## src/rtl/csr_file_rv32.sv

```systemverilog
// Machine-mode CSR file for the RV32 core: trap state, interrupt enables and pending, trap vector.
// Define CSR_COUNTERS_EN to build the 64-bit mcycle/minstret counters; otherwise they read 0.
module csr_file_rv32 #(
  parameter logic [31:0] MTVEC_RESET = 32'h0000_0000,
  parameter logic [31:0] MISA_VALUE  = 32'h4000_0100
) (
  input  logic        clk_in,
  input  logic        rst_in,
  input  logic [11:0] csr_addr_in,
  input  logic        wr_en_in,
  input  logic [31:0] data_wr_in,
  input  logic        trap_taken_in,
  input  logic        int_trap_in,
  input  logic [3:0]  cause_in,
  input  logic [31:0] pc_in,
  input  logic        mret_in,
  input  logic        instret_inc_in,
  input  logic        meip_in,
  input  logic        mtip_in,
  input  logic        msip_in,
  output logic [31:0] csr_data_out,
  output logic        illegal_csr_out,
  output logic [31:0] mepc_out,
  output logic [31:0] trap_address_out,
  output logic        int_pending_out
);

  localparam int unsigned XLEN = 32;
  localparam int unsigned CNT_W = 64;

  localparam logic [11:0] A_MSTATUS   = 12'h300;
  localparam logic [11:0] A_MISA      = 12'h301;
  localparam logic [11:0] A_MIE       = 12'h304;
  localparam logic [11:0] A_MTVEC     = 12'h305;
  localparam logic [11:0] A_MSCRATCH  = 12'h340;
  localparam logic [11:0] A_MEPC      = 12'h341;
  localparam logic [11:0] A_MCAUSE    = 12'h342;
  localparam logic [11:0] A_MIP       = 12'h344;
  localparam logic [11:0] A_MCYCLE    = 12'hB00;
  localparam logic [11:0] A_MCYCLEH   = 12'hB80;
  localparam logic [11:0] A_MINSTRET  = 12'hB02;
  localparam logic [11:0] A_MINSTRETH = 12'hB82;

  logic            mstatus_mie;
  logic            mstatus_mpie;
  logic [2:0]      mie_q;         // {meie, mtie, msie}
  logic [29:0]     mtvec_base;
  logic            mtvec_mode;
  logic [XLEN-1:0] mscratch_q;
  logic [29:0]     mepc_q;
  logic            mcause_int;
  logic [3:0]      mcause_code;
  logic [2:0]      mip_c;
  logic [CNT_W-1:0] mcycle_rd;
  logic [CNT_W-1:0] minstret_rd;
  logic [XLEN-1:0] tvec_base_c;

  logic wr_mstatus, wr_mie, wr_mtvec, wr_mscratch, wr_mepc, wr_mcause;

  assign wr_mstatus  = wr_en_in && (csr_addr_in == A_MSTATUS);
  assign wr_mie      = wr_en_in && (csr_addr_in == A_MIE);
  assign wr_mtvec    = wr_en_in && (csr_addr_in == A_MTVEC);
  assign wr_mscratch = wr_en_in && (csr_addr_in == A_MSCRATCH);
  assign wr_mepc     = wr_en_in && (csr_addr_in == A_MEPC);
  assign wr_mcause   = wr_en_in && (csr_addr_in == A_MCAUSE);

  assign mip_c = {meip_in, mtip_in, msip_in};

  // Trap state; per field, trap entry beats mret which beats a CSR write.
  always_ff @(posedge clk_in or negedge rst_in) begin
    if (!rst_in) begin
      mstatus_mie  <= 1'b0;
      mstatus_mpie <= 1'b0;
      mie_q        <= '0;
      mtvec_base   <= MTVEC_RESET[31:2];
      mtvec_mode   <= MTVEC_RESET[0];
      mscratch_q   <= '0;
      mepc_q       <= '0;
      mcause_int   <= 1'b0;
      mcause_code  <= '0;
    end else begin
      if (trap_taken_in) begin
        mstatus_mie  <= 1'b0;
        mstatus_mpie <= mstatus_mie;
      end else if (mret_in) begin
        mstatus_mie  <= mstatus_mpie;
        mstatus_mpie <= 1'b1;
      end else if (wr_mstatus) begin
        mstatus_mie  <= data_wr_in[3];
        mstatus_mpie <= data_wr_in[7];
      end
      if (trap_taken_in) begin
        mepc_q      <= pc_in[31:2];
        mcause_int  <= int_trap_in;
        mcause_code <= cause_in;
      end else begin
        if (wr_mepc) mepc_q <= data_wr_in[31:2];
        if (wr_mcause) begin
          mcause_int  <= data_wr_in[31];
          mcause_code <= data_wr_in[3:0];
        end
      end
      if (wr_mie) mie_q <= {data_wr_in[11], data_wr_in[7], data_wr_in[3]};
      if (wr_mtvec) begin
        mtvec_base <= data_wr_in[31:2];
        mtvec_mode <= data_wr_in[0];
      end
      if (wr_mscratch) mscratch_q <= data_wr_in;
    end
  end

`ifdef CSR_COUNTERS_EN
  logic [CNT_W-1:0] mcycle_q;
  logic [CNT_W-1:0] minstret_q;

  // A write to either half replaces that half and suppresses the increment.
  always_ff @(posedge clk_in or negedge rst_in) begin
    if (!rst_in) begin
      mcycle_q   <= '0;
      minstret_q <= '0;
    end else begin
      if (wr_en_in && (csr_addr_in == A_MCYCLE))       mcycle_q[31:0]  <= data_wr_in;
      else if (wr_en_in && (csr_addr_in == A_MCYCLEH)) mcycle_q[63:32] <= data_wr_in;
      else                                             mcycle_q <= mcycle_q + CNT_W'(1);
      if (wr_en_in && (csr_addr_in == A_MINSTRET))       minstret_q[31:0]  <= data_wr_in;
      else if (wr_en_in && (csr_addr_in == A_MINSTRETH)) minstret_q[63:32] <= data_wr_in;
      else if (instret_inc_in)                           minstret_q <= minstret_q + CNT_W'(1);
    end
  end

  assign mcycle_rd   = mcycle_q;
  assign minstret_rd = minstret_q;
`else
  logic unused_instret_inc;
  assign unused_instret_inc = instret_inc_in;
  assign mcycle_rd   = '0;
  assign minstret_rd = '0;
`endif

  logic unused_pc_bits;
  assign unused_pc_bits = ^pc_in[1:0];

  // Combinational read decode.
  always_comb begin
    csr_data_out    = '0;
    illegal_csr_out = 1'b0;
    case (csr_addr_in)
      A_MSTATUS:   csr_data_out = {19'b0, 2'b11, 3'b0, mstatus_mpie, 3'b0, mstatus_mie, 3'b0};
      A_MISA:      csr_data_out = MISA_VALUE;
      A_MIE:       csr_data_out = {20'b0, mie_q[2], 3'b0, mie_q[1], 3'b0, mie_q[0], 3'b0};
      A_MTVEC:     csr_data_out = {mtvec_base, 1'b0, mtvec_mode};
      A_MSCRATCH:  csr_data_out = mscratch_q;
      A_MEPC:      csr_data_out = {mepc_q, 2'b00};
      A_MCAUSE:    csr_data_out = {mcause_int, 27'b0, mcause_code};
      A_MIP:       csr_data_out = {20'b0, mip_c[2], 3'b0, mip_c[1], 3'b0, mip_c[0], 3'b0};
      A_MCYCLE:    csr_data_out = mcycle_rd[31:0];
      A_MCYCLEH:   csr_data_out = mcycle_rd[63:32];
      A_MINSTRET:  csr_data_out = minstret_rd[31:0];
      A_MINSTRETH: csr_data_out = minstret_rd[63:32];
      12'hF11, 12'hF12, 12'hF13, 12'hF14: csr_data_out = '0;
      default:     illegal_csr_out = 1'b1;
    endcase
  end

  assign mepc_out        = {mepc_q, 2'b00};
  assign tvec_base_c     = {mtvec_base, 2'b00};
  assign trap_address_out = (mtvec_mode && mcause_int) ?
                            tvec_base_c + XLEN'({mcause_code, 2'b00}) : tvec_base_c;
  assign int_pending_out = mstatus_mie && |(mie_q & mip_c);

endmodule

```

## config.mk

```make
export PLATFORM = sky130hd
export DESIGN_NAME = csr_file_rv32
export DESIGN_NICKNAME = d
export VERILOG_FILES = /design/src/rtl/csr_file_rv32.sv
export SDC_FILE = /design/constraint.sdc
export NUM_CORES = 1
export LEC_CHECK = 0
export BUFFER_PORTS_ARGS = -buffer_cell sky130_fd_sc_hd__buf_2
export CAP_MARGIN = 25
export CORE_UTILIZATION = 38
export CTS_CLUSTER_SIZE = 25
export DETAILED_ROUTE_END_ITERATION = 6
export PLACE_DENSITY = 0.62
export REMOVE_ABC_BUFFERS = 1
export SLEW_MARGIN = 25
export SYNTH_ARGS = -nofsm -noshare
export SYNTH_HDL_FRONTEND = slang
export SYNTH_SLANG_ARGS = --single-unit
```

## constraint.sdc

```tcl
create_clock -name clk_in -period 2.85 [get_ports clk_in]
set_input_delay 0.57 -clock clk_in [delete_from_list [all_inputs] [get_ports clk_in]]
set_output_delay 0.57 -clock clk_in [all_outputs]
set_load 0.02 [all_outputs]
```

==> flow_metrics.env <==
export IMPL_crit_chain="ha_4, o21ai_1, o21bai_2, buf_4, nand4_1, xnor2_1, buf_4"
export IMPL_route_detailed_drc=0
export IMPL_ctsHoldBuffers=0
export IMPL_dieArea_mm2=0.0165
export IMPL_cpPeakStageDelay_ns=0.44
export IMPL_maxCapViolations=0
export IMPL_critical_path_class="reg2out"
export IMPL_die_y_um=128
export IMPL_rows=45
export IMPL_worstMarginPinSlew_ns=0.744
export IMPL_clock_latency_ns=0.34
export IMPL_total_power_mw=3.32
export IMPL_start_kind="register"
export IMPL_outcome="finished clean"
export IMPL_start_util_pct=39.4
export IMPL_cts_sinks=103
export IMPL_netlist_area_mm2=0.00608
export IMPL_tritoncts="done"
export IMPL_cts_reportedPaths_clkPinSlew_ns=0.07
export IMPL_htree_num_levels=3
export IMPL_synth_enable_flop_cells=0
export IMPL_ys_seq_area_share_pct=42.4
export IMPL_hp_class="in2async"
export IMPL_final_nets=875
export IMPL_cts_inserted_buffers=9
export IMPL_avgSynthCellArea_um2=10.3
export IMPL_cp_common_cell="buf_4"
export IMPL_whs_ns=0.267
export IMPL_wirelength_mm=19.2
export IMPL_yosysTopAreaCell="dfrtp_1"
export IMPL_rsz0062_at_grt="true"
export IMPL_place_gp_congestion=0.910
export IMPL_first_pass_iters=6
export IMPL_r2r_slack_ns=1.65
export IMPL_drv_slew=0
export IMPL_grt_use_total_pct=23.1
export IMPL_fin_worst_skew_ns=0.00000902
export IMPL_powerDensity_mw_per_mm2=420
export IMPL_fin_crit_ns=2.81
export IMPL_peakVddDrop_uv=280
export IMPL_core_mm2=0.0154
export IMPL_grt_pass1_vias=5383
export IMPL_antenna_found_initial=2
export IMPL_portBuffers=180
export IMPL_p_leak_nw=4.10
export IMPL_ys_types=57
export IMPL_max_slew_margin_pct=50.4
export IMPL_dp_hpwl_mm=13.4
export IMPL_die_w_um=128
export IMPL_vias=5544
export IMPL_yosysWarnings=0
export IMPL_grt_max_degree=55
export IMPL_grt_pass1_wl_mm=29.1
export IMPL_first_iter_violations=379
export IMPL_clockRootBuffer="clkbuf_16"
export IMPL_drive_gt1_share_pct=44.3
export IMPL_syn_inst=592
export IMPL_ys_seq_elements=103
export IMPL_ant_nets=0
export IMPL_area_delta_synth_final_pct=30.3
export IMPL_io_pins=188
export IMPL_endpoint_kind="primary output"
export IMPL_arrival_ns=2.24
export IMPL_r2r_end="mcause_code[3]"
export IMPL_reg2regPathDepth=3
export IMPL_crit_slowest_cell="dfrtp_2"
export IMPL_fmax_mhz=356
export IMPL_cp_data_required_time_ns=2.28
export IMPL_ys_async_sr_fraction_pct=100
export IMPL_stdcell_area_mm2=0.00792
export IMPL_yosys_area_top_type_share_pct=42.4
export IMPL_wl_per_cell_um=19.2
export IMPL_cts_root_to_sink_buffers=2
export IMPL_synth_top_flop_cell="dfrtp_1"
export IMPL_final_cells=997
export IMPL_dp_cells=964
export IMPL_vias_per_cell=5.56
export IMPL_grt_ovfl_total=0
export IMPL_finalHoldViolations=0
export IMPL_cp_max_fo=8
export IMPL_r2r_start="mcause_code[3]"
export IMPL_timing_final_crit_share_pct=98.6
export IMPL_synthTopCellsByArea="dfrtp_1 (42%), mux2_2 (8.3%), mux2_4 (7.4%), a222oi_1 (4.0%), nand2_1 (3.4%)"
export IMPL_place_area_mm2=0.00731
export IMPL_finalSetupViolCount=0
[sequential cells by signal, summed over array words and instances, names as in the netlist]
signal,cells
mcause_code,4
mcause_int,1
mepc_q,30
mie_q,3
mscratch_q,32
mstatus_mie,1
mstatus_mpie,1
mtvec_base,30
mtvec_mode,1
[report_power, final]
| group | internal (mW) | switching (mW) | leakage, nW | total, mW |
|---|---|---|---|---|
| Combinational | 0.171 | 0.245 | 2.61 | 0.416 |
| Sequential | 1.51 | 0.0475 | 1.32 | 1.56 |
| Clock | 0.791 | 0.553 | 0.162 | 1.34 |
[worst max-delay path by stage]
stage	to	from	slack, ns	cells after the start
2_1_floorplan	illegal_csr_out	csr_addr_in[3]	-1.28	3
3_3_place_gp	csr_data_out[11]	csr_addr_in[5]	0.09	8
3_5_place_dp	csr_data_out[6]	csr_addr_in[5]	0.005	8
4_1_cts	csr_data_out[6]	csr_addr_in[5]	0.01	8
5_1_grt	trap_address_out[28]	mtvec_base[0]	-0.06	8
6_report	trap_address_out[31]	mtvec_base[2]	0.04	7
[cells in the final DEF, fill, tap and decap left out, types with 3 or more instances in the layout]
cell type  instances
a21oi_1           35
a221o_1            3
a222oi_1          24
a22o_1             3
a31oi_1           32
and2_1             5
and3_1             8
and4_1             3
buf_12             6
buf_2            172
buf_4             46
clkbuf_16          9
clkinv_2           3
conb_1             4
dfrtp_1           97
dfrtp_2            6
ha_4               4
inv_1             30
mux2_2            45
mux2_4            30
nand2_1           54
nand3_1           11
nand3b_1           6
nand4_1           12
nor2_1            10
nor2b_1           32
nor3_1             5
nor3_2             3
nor4_1             7
nor4b_1            3
o21ai_0            8
xnor2_1           21
xor2_1             5
[cell type report]
cell class | instances | area [um^2]
diodes | 1 | 2.50
clock buffers | 10 | 239
clock inverters | 6 | 83.8
fillers | 1481 | 7510
inverters | 30 | 113
multi-input cells | 412 | 3300
flip-flops and latches | 103 | 2580
well taps | 211 | 264
repair buffers | 224 | 1330
[repair_timing]
action | in CTS | in global routing
gates resized for setup | 15 | 22
pin swaps | 5 | 6
setup endpoints to repair | 20 | 48
setup buffers | 7 | 9
[worst max-delay path: cells and delay by family, from the launching register on]
kind,cells,cell delay [ns]
buffers and inverters,2,0.40
XOR/XNOR,1,0.29
AO/OA/AOI/OAI,2,0.26
adder cells (fa/ha/maj),1,0.31
flip-flops,1,0.44
AND/OR/NAND/NOR,1,0.19
[cell usage after synthesis (2+ instances only)]
cell type	instances
buf_2	6
xor2_1	5
and4_1	4
a22o_1	3
nand2_1	55
o21ai_0	9
nor3_1	8
buf_1	2
nor4b_1	3
nor4_1	7
and2_1	6
nand3_1	13
nand3b_1	6
nand4_1	12
nand2b_1	2
a221o_1	3
a31oi_1	32
mux2i_1	2
xnor2_1	23
nor2b_1	33
and3_1	8
clkbuf_1	30
ha_1	4
mux2_4	30
dfrtp_1	103
a21oi_1	36
buf_4	8
a211oi_1	2
mux2_2	45
inv_1	30
nor2_1	11
buf_6	3
a222oi_1	24
[metal layers]
layer	track usage [%]	vias up	part of all wire (%)
met2	38.5	226	49
met4	8.17	2	2.2
li1	-	2534	-
met3	3.95	32	5.6
met5	0	-	0.068
met1	30.3	2750	43
[through the flow]
stage | utilization [%] | worst slack (ns) | setup TNS, ns
CTS | 50.2 | 0.0133 | 0
floorplan | - | -1.28 | -71.78
global route | 51.3 | -0.0637 | -0.119
detailed placement | 47.4 | 0.00501 | 0
finish | 51.3 | 0.0413 | 0
global placement | 47.4 | 0.0865 | 0
[logic make-up after synthesis]
kind of cell	count (synthesis)	share of synthesized area, %
and+or+nand+nor	177	16.3
other	1	0.0617
muxes	79	16.6
DFF	103	42.4
adders and majority gates	5	1.15
xor gates and xnor gates	28	4.04
buffers and inverters	80	5.95
AOI/OAI and AO/OA	119	13.5
Power figures use the tool's default switching activity.
